[src/rtl/round_robin_arbiter8.sv]
// Eight-way round-robin arbiter with a registered one-hot grant and a bounded hold time.
// A grant is dropped voluntarily when its request falls, or forcibly after MAX_HOLD cycles.
module round_robin_arbiter8 #(
  parameter int unsigned MAX_HOLD = 16
) (
  input  logic       clk,
  input  logic       rst,
  input  logic       en,
  input  logic [7:0] req,
  output logic [7:0] gnt,
  output logic [2:0] gnt_id,
  output logic       gnt_valid,
  output logic       preempt
);

  typedef enum logic {
    S_IDLE,
    S_GRANT
  } state_t;

  localparam logic [7:0] HOLD_LAST = 8'(MAX_HOLD - 1);

  state_t     r_state;
  logic [2:0] r_ptr;
  logic [7:0] r_hcnt;
  logic [7:0] r_gnt;
  logic [2:0] r_gnt_id;
  logic       r_gnt_valid;
  logic       r_preempt;

  state_t     w_state_nx;
  logic [2:0] w_ptr_nx;
  logic [7:0] w_hcnt_nx;
  logic [7:0] w_gnt_nx;
  logic [2:0] w_gnt_id_nx;
  logic       w_gnt_valid_nx;
  logic       w_preempt_nx;

  logic       w_found;
  logic [2:0] w_win;
  logic [2:0] w_idx;

  // First set request scanning upward from the pointer, wrapping through 3-bit arithmetic.
  always_comb begin
    w_found = 1'b0;
    w_win   = '0;
    w_idx   = '0;
    for (int unsigned k = 0; k < 8; k++) begin
      w_idx = r_ptr + 3'(k);
      if (!w_found && req[w_idx]) begin
        w_found = 1'b1;
        w_win   = w_idx;
      end
    end
  end

  always_comb begin
    w_state_nx     = r_state;
    w_ptr_nx       = r_ptr;
    w_hcnt_nx      = r_hcnt;
    w_gnt_nx       = r_gnt;
    w_gnt_id_nx    = r_gnt_id;
    w_gnt_valid_nx = r_gnt_valid;
    w_preempt_nx   = 1'b0;
    case (r_state)
      S_IDLE: begin
        if (en && w_found) begin
          w_state_nx     = S_GRANT;
          w_gnt_nx       = 8'd1 << w_win;
          w_gnt_id_nx    = w_win;
          w_gnt_valid_nx = 1'b1;
          w_hcnt_nx      = '0;
        end else begin
          w_gnt_nx       = '0;
          w_gnt_id_nx    = '0;
          w_gnt_valid_nx = 1'b0;
        end
      end
      S_GRANT: begin
        // Voluntary release is tested first so it wins over a simultaneous hold expiry.
        if (!req[r_gnt_id] || (r_hcnt == HOLD_LAST)) begin
          w_state_nx     = S_IDLE;
          w_gnt_nx       = '0;
          w_gnt_id_nx    = '0;
          w_gnt_valid_nx = 1'b0;
          w_hcnt_nx      = '0;
          w_ptr_nx       = r_gnt_id + 3'd1;
          w_preempt_nx   = req[r_gnt_id];
        end else begin
          w_hcnt_nx = r_hcnt + 8'd1;
        end
      end
      default: w_state_nx = S_IDLE;
    endcase
  end

  always_ff @(posedge clk or posedge rst) begin
    if (rst) begin
      r_state     <= S_IDLE;
      r_ptr       <= '0;
      r_hcnt      <= '0;
      r_gnt       <= '0;
      r_gnt_id    <= '0;
      r_gnt_valid <= 1'b0;
      r_preempt   <= 1'b0;
    end else begin
      r_state     <= w_state_nx;
      r_ptr       <= w_ptr_nx;
      r_hcnt      <= w_hcnt_nx;
      r_gnt       <= w_gnt_nx;
      r_gnt_id    <= w_gnt_id_nx;
      r_gnt_valid <= w_gnt_valid_nx;
      r_preempt   <= w_preempt_nx;
    end
  end

  assign gnt       = r_gnt;
  assign gnt_id    = r_gnt_id;
  assign gnt_valid = r_gnt_valid;
  assign preempt   = r_preempt;

endmodule

[config.mk]
export PLATFORM = sky130hd
export DESIGN_NAME = round_robin_arbiter8
export DESIGN_NICKNAME = d
export VERILOG_FILES = /design/src/rtl/round_robin_arbiter8.sv
export SDC_FILE = /design/constraint.sdc
export NUM_CORES = 1
export LEC_CHECK = 0
export CORE_UTILIZATION = 50
export CTS_CLUSTER_DIAMETER = 60
export DETAILED_ROUTE_END_ITERATION = 12
export DONT_BUFFER_PORTS = 1
export GPL_TIMING_DRIVEN = 0
export SLEW_MARGIN = 5
export SYNTH_ARGS = -nofsm -noshare
export SYNTH_HDL_FRONTEND = slang
export SYNTH_SLANG_ARGS = --single-unit
[constraint.sdc]
create_clock -name clk -period 10.79 [get_ports clk]
set_clock_uncertainty 0.1 [all_clocks]
set_input_delay 1.6185 -clock clk [delete_from_list [all_inputs] [get_ports clk]]
set_output_delay 1.6185 -clock clk [all_outputs]
set_load 0.01 [all_outputs]
==> metrics.cfg, run 1 <==
[cts]
ctsResizeCount=0
cts_hold_buf=0
post_cts_buffers=0
numCtsBuffers=3
cts_tree=built
clock_sinks=25
clock_path_buffers=2
htreeDepth=1
cts.clk_slew.worst_paths_ns=0.09
clock-root-buffer=clkbuf_8
clk-insertion-delay-late_ns=0.27

[cells_and_area]
fillers=366
multiInputGateArea_um2=1300
final_cells=266
register_area_um2=626
drive_above_1_share_pct=13.8
utilization_pct=56.1
fin_nets=234
antenna_cells=0
area_growth_syn_to_layout_pct=5.46

[synth]
synthTopCellsByArea=dfrtp_1 31%, mux4_2 14%, nand2_1 5.8%, mux2i_1 5.0%, o21ai_0 4.8%
yosysTopAreaCellShare_pct=31.4
yosysMostFrequentCell=nand2_1
mappedNetlistArea_um2=1990
syn_area_per_cell_um2=9.31
synth_nets=229
ys_seq_elements=25
synth_cell_type_count=43
synth_area_leader_cell=dfrtp_1
synth_ff_type=dfrtp_1
synthTopCellsByCount=31 x nand2_1, 25 x dfrtp_1, 19 x o21ai_0
yosysSeqAreaShare_pct=31.4
async_flop_share_pct=100
synth_edf_count=0
synthCells=214
yosysWarnings=0

[worst_setup_path]
start_kind=flop
crit_chain=buf_2, inv_2, ha_1, mux2_2, mux4_2, or3_4, a21oi_1, nand3_1, a311oi_2, nor3b_1, a22o_1
path_buf_inv=2
critPathTopFamily=compound AO/OA/AOI/OAI gates
crit_path_end_kind=flop
slowest_stage=dfrtp_1
worstPathArrival_ns=4.16
crit_required_ns=10.85
cp_max_fo=10
slowest_delay_ns=0.49
critical_path_class=flop to flop

[placement]
place_inst=262
dp_slack_ns=6.56
gp_congestion=0.933
dp.final_hpwl_um=3750
port_buffers=0

[power_and_ir_drop]
power_density_nw_per_um2=340
switching_power_mw=0.363
leakagePower_nw=0.879
power_frac_comb_pct=70.3
cellInternalPower_mw=0.352
sw_frac_of_total_pct=50.8
p_seq_share_pct=21.9
power.clock.fraction_pct=7.8
ir_worst_vdd_uv=175

[die]
die_w_um=65.1
initial_core_util_pct=53.2
pin_count=24
die_h_um=65.1
design.die.area_um2=4240
placeableCoreArea_um2=3740
rows=22

[routing]
vias_per_cell=6.56
ant_nets=0
drt-initial-drc-count=155
dr.pass1.iters=4
post_drt_wl_per_cell_um=17.9
drcViolationCount=0
routed_wl_um=4770
vias=1744

[run]
cap_violations=0

[timing]
timing.fmax_ghz=0.244
hold_viol_final=0
rsz0062_at_grt=no
finalCriticalPeriod_ns=4.10
tightestPinTransition_ns=0.954
fin_crit_sh_pct=38.0
worst_slack_ns=6.69
slew_violations=0
max_slew_margin_pct=36.3
setup_viol=0
tns_ns=0

[run_status]
outcome=finished, final reports clean

[global_route]
grt_max_degree=26
antenna_found_initial=0
grt-ovfl-total=0
grt_pass1_vias=1702
grt_pass1_wl_um=8270
grt_use_total_pct=25.3

[hold_path]
holdCritPathClass=flop to flop

-- through the flow --
step	total power, mW	instance area [um2]	hold WS, ns
final	0.715	2100	0.393
after global routing	0.778	2100	0.422
after CTS	0.712	2100	0.396
after detailed placement	0.653	2050	0.383
after global placement	0.647	2050	0.378
after floorplan	0.549	1990	0.351
-- cells by family (layout without fill, tap and decap cells) --
| kind of cell | after synthesis | in the layout | synth area share (%) |
|---|---|---|---|
| adders and majority gates | 4 | 4 | 2.51 |
| muxes | 29 | 29 | 22.7 |
| and+or+nand+nor | 70 | 70 | 16.2 |
| buffers and inverters | 15 | 19 | 3.14 |
| DFF | 25 | 25 | 31.4 |
| AOI/OAI and AO/OA | 63 | 63 | 20.5 |
| xor gates and xnor gates | 8 | 8 | 3.52 |
-- area by class of cell --
cell class | instances | area share (%)
clock buffers | 3 | 1.97
well taps | 48 | 2.86
plain buffers | 8 | 1.73
flip-flops and latches | 25 | 29.8
inverters | 7 | 1.25
multi-input cells | 174 | 62.1
clock inverters | 1 | 0.357
-- routing by layer --
metal / share of wire, % / up-vias / global-route usage (%)
met5: 0 / - / 0
met4: 0.34 / 0 / 3.26
met3: 7.8 / 2 / 6.42
met2: 45 / 72 / 38.8
met1: 47 / 859 / 37.2
li1: - / 811 / -
-- cell usage in the layout, fill, tap and decap left out, types with 3 or more instances in the layout --
| cell | n |
|---|---|
| a31oi_1 | 5 |
| nand3_1 | 7 |
| mux2_2 | 6 |
| o21a_1 | 3 |
| o21ai_1 | 4 |
| clkbuf_1 | 5 |
| ha_1 | 4 |
| inv_1 | 6 |
| a21oi_1 | 11 |
| clkbuf_8 | 3 |
| mux2i_1 | 10 |
| dfrtp_1 | 25 |
| a21o_1 | 3 |
| and3_1 | 3 |
| a22o_1 | 5 |
| nand2_1 | 31 |
| nor2_1 | 13 |
| o21ai_0 | 19 |
| mux4_2 | 12 |
| nand4_1 | 3 |
| xor2_1 | 7 |
| nor2b_1 | 5 |
-- sequential cells by signal (all words and copies together), names as in the netlist --
signal and cells:
preempt 1, gnt 8, r_state 1, gnt_valid 1, gnt_id 3, r_hcnt 8, r_ptr 3
-- power groups by stage --
stage	Sequential, mW	Clock, mW	Combinational, mW
finish	0.157	0.0558	0.503
global route	0.162	0.0609	0.555
CTS	0.157	0.0579	0.496
detailed placement	0.159	0	0.494
global placement	0.158	0	0.490
floorplan	0.151	0	0.398
-- worst paths after layout --
path | from | end | slack [ns] | depth (start not counted)
setup / recovery | r_ptr[0]$_DFFE_PP0P_ | gnt[4]$_DFFE_PP0P_ | 6.69 | 11
hold / removal | r_hcnt[7]$_DFFE_PP0P_ | r_hcnt[7]$_DFFE_PP0P_ | 0.39 | 1
setup reg to reg | r_ptr[0]$_DFFE_PP0P_ | gnt[4]$_DFFE_PP0P_ | 6.69 | 11
hold reg to reg | r_hcnt[7]$_DFFE_PP0P_ | r_hcnt[7]$_DFFE_PP0P_ | 0.39 | 1
max in group asynchronous | rst | preempt$_DFF_PP0_ | 8.66 | 1
min in group asynchronous | rst | gnt[1]$_DFFE_PP0P_ | 1.35 | 1
-- worst register-to-register path, cell delays in order, from the launching register on --
cell,delay [ns]
dfrtp_1,0.49
buf_2,0.31
inv_2,0.16
ha_1,0.43
mux2_2,0.41
mux4_2,0.47
or3_4,0.37
a21oi_1,0.28
nand3_1,0.14
a311oi_2,0.45
nor3b_1,0.14
a22o_1,0.23
No activity file was read; power rests on OpenSTA's default activity.
==> run 2, diff against run 1 <==
Clock period 10.79 ns to 4.1 ns, I/O delays scaled along.
==> metrics.cfg, run 2 (synthesis gave the netlist of run 1 again) <==
[run_status]
outcome=finished, final reports clean

[timing]
hold_viol_final=0
timing.fmax_ghz=0.259
setup_viol=0
rsz0062_at_grt=no
finalCriticalPeriod_ns=3.87
fin_crit_sh_pct=94.3
max_slew_margin_pct=36.4
tns_ns=0
tightestPinTransition_ns=0.954
slew_violations=0

[worst_setup_path]
rrSetupSlack_ns=0.23
crit_path_end=gnt[4]$_DFFE_PP0P_
r2r-start=r_ptr[0]$_DFFE_PP0P_
critPathLaunch=r_ptr[0]$_DFFE_PP0P_
reg2reg_depth=11
worstPathArrival_ns=3.93
start_kind=flop
critical_path_class=flop to flop
cp_max_fo=10
crit_required_ns=4.16
crit_path_end_kind=flop
r2r-end=gnt[4]$_DFFE_PP0P_

[cts]
post_cts_buffers=0
clk-insertion-delay-late_ns=0.27
cts_hold_buf=0
htreeDepth=1
numCtsBuffers=3
cts_tree=built
clock-root-buffer=clkbuf_8
clock_path_buffers=2
clock_sinks=25
cts.clk_slew.worst_paths_ns=0.09

[cells_and_area]
area_growth_syn_to_layout_pct=7.54
antenna_cells=0
utilization_pct=57.2
fillers=366
layout_commonest_cell=nand2_1
register_area_um2=627
final_cell_mix=31 x nand2_1, 24 x dfrtp_1, 18 x o21ai_0, 13 x nor2_1, 12 x mux4_2
fin_nets=234
multiInputGateArea_um2=1340
drive_above_1_share_pct=16.1

[routing]
routed_wl_um=4780
post_drt_wl_per_cell_um=18.0
drt-initial-drc-count=131
ant_nets=0
dr.pass1.iters=4
vias=1755
drcViolationCount=0
vias_per_cell=6.60

[global_route]
grt_max_degree=26
grt_pass1_vias=1702
grt_pass1_wl_um=8260
grt-ovfl-total=0
grt_use_total_pct=25.3
antenna_found_initial=0

[die]
design.die.area_um2=4240
rows=22
initial_core_util_pct=53.2
die_h_um=65.1
die_w_um=65.1
placeableCoreArea_um2=3740
pin_count=24

[power_and_ir_drop]
leakagePower_nw=0.881
power_density_nw_per_um2=909
p_total_mw=1.95
ir_worst_vdd_uv=471

[run]
cap_violations=0

[placement]
gp_congestion=0.933
dp.final_hpwl_um=3750
port_buffers=0

[hold_path]
holdCritPathClass=input pin to asynchronous set/reset pin

-- run 2: how the worst min path moves through the flow --
stage / to / slack [ns] / depth (start not counted)
4_1_cts: gnt[0]$_DFFE_PP0P_ / 0.37 / 1
6_report: gnt[1]$_DFFE_PP0P_ / 0.34 / 1
3_5_place_dp: r_hcnt[7]$_DFFE_PP0P_ / 0.38 / 1
2_1_floorplan: r_hcnt[7]$_DFFE_PP0P_ / 0.35 / 1
3_3_place_gp: r_hcnt[7]$_DFFE_PP0P_ / 0.38 / 1
5_1_grt: gnt[1]$_DFFE_PP0P_ / 0.41 / 1
-- run 2: repair_timing --
action                                  CTS  global route
endpoints found under the setup margin    2            15
resized for setup                         1             9
pin swaps                                 0             1
-- run 2: per-stage QoR --
step	worst slack, ns	instances	cell area (um2)	hold WS, ns
finish	0.234	266	2140	0.343
floorplan	0.517	214	1990	0.351
global placement	0.0573	262	2050	0.378
detailed placement	0.0104	262	2050	0.383
global route	0.0214	266	2140	0.406
CTS	0.0543	266	2110	0.369
-- run 2: critical path: stages, from the launching register on --
cell      delay, ns
dfrtp_2        0.45
clkbuf_4       0.25
inv_2          0.13
ha_2           0.41
mux2_2         0.40
mux4_2         0.47
or3_4          0.37
a21oi_2        0.21
nand3_1        0.15
a311oi_4       0.45
nor3b_1        0.13
a22o_1         0.22
-- run 2: final cells by class --
type                            instances  area share, %
Clock inverter                          1          0.350
Buffer                                  8           1.93
Inverter                                7           1.23
Sequential cell                        25           29.3
Tap cell                               48           2.80
Multi-Input combinational cell        174           62.5
Clock buffer                            3           1.93
-- run 2: per-layer routing --
| metal | global-route usage (%) | vias to the layer above | routed length (um) |
|---|---|---|---|
| li1 | - | 811 | - |
| met1 | 37.1 | 876 | 2260 |
| met2 | 38.8 | 66 | 2160 |
| met3 | 6.42 | 2 | 349 |
| met4 | 3.26 | 0 | 16 |
| met5 | 0 | - | 0 |
-- run 2: power by group --
part,switching (mW),internal (mW),total (mW)
clock network,0.0786,0.0688,0.147
logic,0.814,0.570,1.38
registers,0.0928,0.322,0.415
total,0.986,0.961,1.95
